### src/rtl/riscv_imm_pkg.sv
// Shared RISC-V base-ISA opcode constants, immediate-type codes and XLEN legality
// helper for the immediate-generation stage.
package riscv_imm_pkg;

  localparam logic [6:0] OPC_LOAD      = 7'b0000011;
  localparam logic [6:0] OPC_MISC_MEM  = 7'b0001111;
  localparam logic [6:0] OPC_OP_IMM    = 7'b0010011;
  localparam logic [6:0] OPC_AUIPC     = 7'b0010111;
  localparam logic [6:0] OPC_OP_IMM_32 = 7'b0011011;
  localparam logic [6:0] OPC_STORE     = 7'b0100011;
  localparam logic [6:0] OPC_OP        = 7'b0110011;
  localparam logic [6:0] OPC_LUI       = 7'b0110111;
  localparam logic [6:0] OPC_OP_32     = 7'b0111011;
  localparam logic [6:0] OPC_BRANCH    = 7'b1100011;
  localparam logic [6:0] OPC_JALR      = 7'b1100111;
  localparam logic [6:0] OPC_JAL       = 7'b1101111;
  localparam logic [6:0] OPC_SYSTEM    = 7'b1110011;

  typedef enum logic [2:0] {
    IMM_NONE = 3'd0,
    IMM_I    = 3'd1,
    IMM_S    = 3'd2,
    IMM_B    = 3'd3,
    IMM_U    = 3'd4,
    IMM_J    = 3'd5,
    IMM_Z    = 3'd6
  } imm_type_e;

  function automatic bit xlen_legal(input int xlen);
    return (xlen == 32) || (xlen == 64);
  endfunction

endpackage

### src/rtl/imm_decode_core.sv
// Combinational RV32I/RV64I immediate decoder: instruction word to immediate,
// immediate type and illegal-opcode flag.
module imm_decode_core
  import riscv_imm_pkg::*;
#(
  parameter int XLEN = 32
) (
  input  logic [31:0]      instr,
  output logic [XLEN-1:0]  imm,
  output imm_type_e        imm_type,
  output logic             illegal
);

  // Every immediate is assembled as a signed 32-bit value first, then widened.
  function automatic logic [XLEN-1:0] sext32(input logic signed [31:0] v);
    return XLEN'(v);
  endfunction

  logic signed [31:0] imm_i;
  logic signed [31:0] imm_s;
  logic signed [31:0] imm_b;
  logic signed [31:0] imm_u;
  logic signed [31:0] imm_j;

  assign imm_i = {{20{instr[31]}}, instr[31:20]};
  assign imm_s = {{20{instr[31]}}, instr[31:25], instr[11:7]};
  assign imm_b = {{19{instr[31]}}, instr[31], instr[7], instr[30:25], instr[11:8], 1'b0};
  assign imm_u = {instr[31:12], 12'b0};
  assign imm_j = {{11{instr[31]}}, instr[31], instr[19:12], instr[20], instr[30:21], 1'b0};

  always_comb begin
    imm      = '0;
    imm_type = IMM_NONE;
    illegal  = 1'b0;
    if (instr[1:0] != 2'b11) begin
      illegal = 1'b1;
    end else begin
      case (instr[6:0])
        OPC_LOAD, OPC_OP_IMM, OPC_JALR, OPC_MISC_MEM: begin
          imm_type = IMM_I;
          imm      = sext32(imm_i);
        end
        OPC_STORE: begin
          imm_type = IMM_S;
          imm      = sext32(imm_s);
        end
        OPC_BRANCH: begin
          imm_type = IMM_B;
          imm      = sext32(imm_b);
        end
        OPC_JAL: begin
          imm_type = IMM_J;
          imm      = sext32(imm_j);
        end
        OPC_LUI, OPC_AUIPC: begin
          imm_type = IMM_U;
          imm      = sext32(imm_u);
        end
        OPC_SYSTEM: begin
          // funct3[2] selects the CSR immediate forms, whose zimm lives in rs1.
          if (instr[14]) begin
            imm_type = IMM_Z;
            imm      = XLEN'(instr[19:15]);
          end else begin
            imm_type = IMM_I;
            imm      = sext32(imm_i);
          end
        end
        OPC_OP: begin
          imm_type = IMM_NONE;
        end
        OPC_OP_IMM_32: begin
          if (XLEN == 64) begin
            imm_type = IMM_I;
            imm      = sext32(imm_i);
          end else begin
            illegal = 1'b1;
          end
        end
        OPC_OP_32: begin
          if (XLEN != 64) illegal = 1'b1;
        end
        default: begin
          illegal = 1'b1;
        end
      endcase
    end
  end

endmodule

### src/rtl/imm_decode_stage.sv
// Registered immediate-generation stage between fetch and decode: valid/ready
// handshake, optional two-entry skid buffer and synchronous flush.
module imm_decode_stage
  import riscv_imm_pkg::*;
#(
  parameter int XLEN = 32,
  parameter int SKID = 1
) (
  input  logic             clk,
  input  logic             rst_n,
  input  logic             flush,
  input  logic             in_valid,
  output logic             in_ready,
  input  logic [31:0]      in_instr,
  input  logic [XLEN-1:0]  in_pc,
  output logic             out_valid,
  input  logic             out_ready,
  output logic [XLEN-1:0]  out_imm,
  output logic [2:0]       out_imm_type,
  output logic             out_illegal,
  output logic [XLEN-1:0]  out_pc,
  output logic [31:0]      out_instr
);

  if (!xlen_legal(XLEN)) begin : g_bad_xlen
    $error("imm_decode_stage: XLEN must be 32 or 64");
  end

  typedef struct packed {
    logic [XLEN-1:0] imm;
    logic [2:0]      ty;
    logic            ill;
    logic [XLEN-1:0] pc;
    logic [31:0]     instr;
  } entry_t;

  logic [XLEN-1:0] dec_imm;
  imm_type_e       dec_type;
  logic            dec_ill;
  entry_t          dec_e;

  imm_decode_core #(.XLEN(XLEN)) u_core (
    .instr    (in_instr),
    .imm      (dec_imm),
    .imm_type (dec_type),
    .illegal  (dec_ill)
  );

  assign dec_e = {dec_imm, dec_type, dec_ill, in_pc, in_instr};

  // p0 = skid entry, p1 = output register
  logic   vld_p0;
  logic   vld_p1;
  entry_t ent_p0;
  entry_t ent_p1;
  logic   accept;
  logic   drain;

  assign in_ready = (SKID != 0) ? !vld_p0 : (!vld_p1 || out_ready);
  assign accept   = in_valid && in_ready;
  assign drain    = !vld_p1 || out_ready;

  always_ff @(posedge clk or negedge rst_n) begin
    if (!rst_n) begin
      vld_p0 <= 1'b0;
      vld_p1 <= 1'b0;
    end else if (flush) begin
      vld_p0 <= 1'b0;
      vld_p1 <= 1'b0;
    end else if (drain) begin
      // The skid entry is older than anything arriving now, so it goes first;
      // in_ready is low while it is held, so no accept can race it.
      if (vld_p0) begin
        vld_p1 <= 1'b1;
        vld_p0 <= 1'b0;
      end else begin
        vld_p1 <= accept;
      end
    end else if (accept && (SKID != 0)) begin
      vld_p0 <= 1'b1;
    end
  end

  always_ff @(posedge clk or negedge rst_n) begin
    if (!rst_n) begin
      ent_p0 <= '0;
      ent_p1 <= '0;
    end else if (drain) begin
      if (vld_p0)      ent_p1 <= ent_p0;
      else if (accept) ent_p1 <= dec_e;
    end else if (accept) begin
      ent_p0 <= dec_e;
    end
  end

  assign out_valid    = vld_p1;
  assign out_imm      = ent_p1.imm;
  assign out_imm_type = ent_p1.ty;
  assign out_illegal  = ent_p1.ill;
  assign out_pc       = ent_p1.pc;
  assign out_instr    = ent_p1.instr;

endmodule

### config.mk
export PLATFORM = sky130hd
export DESIGN_NAME = imm_decode_stage
export DESIGN_NICKNAME = d
export VERILOG_FILES = /design/src/rtl/riscv_imm_pkg.sv /design/src/rtl/imm_decode_core.sv /design/src/rtl/imm_decode_stage.sv
export SDC_FILE = /design/constraint.sdc
export NUM_CORES = 1
export LEC_CHECK = 0
export CELL_PAD_IN_SITES_DETAIL_PLACEMENT = 1
export CELL_PAD_IN_SITES_GLOBAL_PLACEMENT = 2
export CORE_ASPECT_RATIO = 1.75
export CORE_UTILIZATION = 41
export CTS_BUF_LIST = sky130_fd_sc_hd__clkbuf_4
export DETAILED_ROUTE_END_ITERATION = 10
export DONT_BUFFER_PORTS = 1
export PLACE_DENSITY = 0.81
export SLEW_MARGIN = 20
export SYNTH_ARGS = -nofsm -noshare
export SYNTH_HDL_FRONTEND = slang
export SYNTH_SLANG_ARGS = --single-unit
export TNS_END_PERCENT = 20
### constraint.sdc
create_clock -name clk -period 2 [get_ports clk]
set_input_delay 0.5 -clock clk [delete_from_list [all_inputs] [get_ports clk]]
set_output_delay 0.5 -clock clk [all_outputs]
set_load 0.02 [all_outputs]
==> summary.md <==
| Metric | Value |
|---|---|
| IO Port Bufs | 0 |
| Vias in the first global route | 7984 |
| Startpoint Class | flop |
| Internal Pwr Total | 6.744 mW |
| Worst-Skew Late Latency | 0.66 ns |
| Max stage delay on crit path | 0.49 ns |
| Worst-margin pin slew | 0.9432 ns |
| Fin nets | 1064 |
| Core box area | 20930 um^2 |
| Status | complete, but fails checks |
| Xor and xnor area share after synthesis | 0.09973% |
| Routability cong. | 0.8231 |
| Pin count of the biggest net entering global routing | 203 |
| Fmax | 543.6 MHz |
| Multi-input logic area | 3440 um^2 |
| Netlist Area Pre-Place | 8782 um^2 |
| GRT Residual Overflow | 0 |
| Maximum fanout along the worst path | 3 |
| Sw Ratio | 30.11% |
| Critical path startpoint | vld_p0 |
| Die H | 195.6 um |
| Async set-reset flop share out of synthesis | 100.0% |
| Syn Area/Cell | 9.640 um^2 |
| VDD IR max | 0.4408 mV |
| Pre-CTS WS | -0.1663 ns |
| Setup violators final | 0 |
| WS Path Type | flop to output pin |
| CTS Hold Bufs | 65 |
| CP Buf/Inv Count | 2 |
| CP delay by family, top | flip-flops |
| Max_cap viols | 0 |
| Top Ports | 171 |
| Placed instance count | 1131 |
| Mapped Nets | 980 |
| CTS root buf | clkbuf_4 |
| Sequential cell fraction of total power | 55.9% |
| Critical path data required time | 1.50 ns |
| Worst-path cell chain | inv_4, buf_6 |
| Total power per unit cell area | 934.2 nW/um^2 |
| Synth top area share | 57.56% |
| Area grow syn2layout | 17.61% |
| Die width | 112.6 um |
| Mean routed wirelength per cell | 20.54 um |
| Clk slew on worst S/H paths | 0.06 ns |
| All-Layer GR Usage | 24.83% |
| Synth area leader | dfrtp_1 |
| Final ANT Viol Nets | 0 |
| Slew Limit Fails | 0 |
| Routed vias/inst | 5.528 |
| Maximum clock path buffer count | 3 |
| Hold WS | -0.4566 ns |
| WP data arrival | 1.34 ns |
| Fraction of layout cells with a size suffix above 1 | 11.96% |
| Simple-gate share of the synthesized area | 17.40% |
| Fin cells | 1274 |
| Yosys warns | 0 |
| Unique masters post-synth | 53 |
| Sequential cell area | 5059 um^2 |
| Synth Area in Compound Gates | 14.13% |
| Detailed router's first-iteration violation count | 186 |
| Synth Instances | 911 |
| Comb pwr share | 11.0% |
| Fillers | 2385 |
| Global-route wire length before repair | 42500 um |
| Clock Power Share | 33.1% |
| Seq/Total Area, Yosys | 57.56% |
| Final wirelength | 26170 um |
| Failing checks | negative hold slack |
| Adder-cell share of the synthesized area | 0% |
| # DRC | 0 |
| Top FF cell, synth | dfrtp_1 |
| Sink Count | 202 |
| Area contributors post-synth | dfrtp_1 58%, nand2_1 13%, mux2i_1 7.2% |
| RSZ-0062 raised after global routing | false |
| P_sw | 2.906 mW |
| Met1 Use GR | 26.73% |
| Fin. Hold Viols | 202 |
| Total vias in the final route | 7043 |
| Post-synth EDFFs | 0 |
| Slowest CP cell | dfrtp_4 |
| Crit path time final | 1.840 ns |
| Yosys reg bits | 202 |
| Die area | 22030 um^2 |
| Hold WC Path Type | input port to asynchronous set/reset pin |
| Initial antenna violation count | 2 |
| H-tree depth | 2 |
| Detail Placement HPWL | 17210 um |
| Largest family of logic cells by synthesized area | simple AND/OR/NAND/NOR gates |
| Final worst slack | 0.1603 ns |
| Num CTS Buffers | 48 |
| Grt met3 use | 5.959% |
| Final worst path period share | 91.99% |
| Slew margin rel. | 36.99% |
| Starting Density | 41.95% |
| Worst Setup End Kind | output pin |
| CTS tree | built |
| Busiest grt layer | met2 |
| R2R Path Start | vld_p0 |
| Post-synthesis mux area share | 7.309% |
| Leak | 4.628 nW |
| Most frequent cells in the layout | 309 x nand2_1, 201 x dfrtp_1, 91 x o21ai_0 |
| Worst Skew | 0.02007 ns |
| Commonest non-fill, non-tap cell in the layout | nand2_1 |
| Num rows | 70 |
| DRT Pass-1 Iters | 4 |
| Routing usage on met2 | 44.81% |
==> metal layers <==
layer	vias up	share of wire, %
li1	3285	-
met1	3512	37
met2	187	54
met3	59	5.6
met4	0	4.0
met5	-	0
==> power groups by stage <==
stage	sequential, mW	combinational [mW]	clock (mW)
2_1_floorplan	5.33	0.734	0
3_3_place_gp	5.45	0.856	0
3_5_place_dp	5.49	0.933	0
4_1_cts	5.41	1.07	3.33
5_1_grt	5.47	1.21	3.53
6_report	5.40	1.06	3.19
==> state kept, by name, summed over array words and instances, names as in the netlist <==
signal	count
ent_p0	100
out_illegal	1
out_imm	32
out_imm_type	3
out_instr	32
out_pc	32
out_valid	1
vld_p0	1
==> Yosys cell counts, types with 2 or more instances <==
library cell and count:
o21ai_1 12, or3_1 6, clkbuf_1 28, nor3_1 4, and3b_1 2, nor2b_1 2, and3_1 9, nor2_1 21
inv_1 3, buf_4 2, mux2i_1 63, a31oi_1 29, nand2_1 309, o22ai_1 20, nand4_1 2, a22oi_1 5
buf_6 3, buf_2 21, o21ai_0 91, nand3b_1 2, dfrtp_1 202, a21oi_2 9, o211ai_1 12, buf_1 9
a21oi_1 17
==> final cells by class <==
cell class	count	share of cell area, %
flip-flops and latches	202	48.98
multi-input cells	642	33.30
repair buffers	97	9.146
clock buffers	64	4.652
well taps	252	3.053
clock inverters	11	0.6541
inverters	4	0.1696
diodes	2	0.04846
==> cell families (layout without fill, tap and decap cells) <==
family / Yosys count / after routing
other cells: 0 / 2
compound gates: 207 / 207
mux: 64 / 64
buf+inv: 67 / 176
simple gates: 370 / 370
xor+xnor: 1 / 1
flops: 202 / 202
==> timing repair <==
| action | 4_1_cts | 5_1_grt |
|---|---|---|
| setup endpoints to repair | 1 | 1 |
| setup buffers | 2 | 0 |
| pin swaps | 0 | 0 |
| resized for setup | 2 | 2 |
| hold endpoints to repair | 348 | 202 |
==> stage by stage <==
| step | TNS (ns) | instance area (um^2) | utilization, % | hold WS (ns) | power, mW |
|---|---|---|---|---|---|
| floorplan | 0 | 8782 | - | 0.2044 | 6.062 |
| global placement | -0.1615 | 9111 | 43.53 | 0.2100 | 6.307 |
| detailed placement | -1.566 | 9111 | 43.53 | 0.2111 | 6.423 |
| CTS | 0 | 10330 | 49.36 | -0.5341 | 9.814 |
| global route | 0 | 10330 | 49.34 | -0.5262 | 10.21 |
| finish | 0 | 10330 | 49.34 | -0.4566 | 9.650 |
==> path summary, 6_finish.rpt <==
kind	end	slack [ns]	cells after the start
hold / removal	out_pc[17]	-0.46	0
setup reg to reg	ent_p0[90]	0.17	5
setup / recovery	in_ready	0.16	2
hold reg to reg	ent_p0[46]	0.48	2
min in group clk	out_pc[15]	0.07	2
max in group asynchronous	ent_p0[69]	2.08	0
Note: power is estimated with default switching activity, not from simulation.
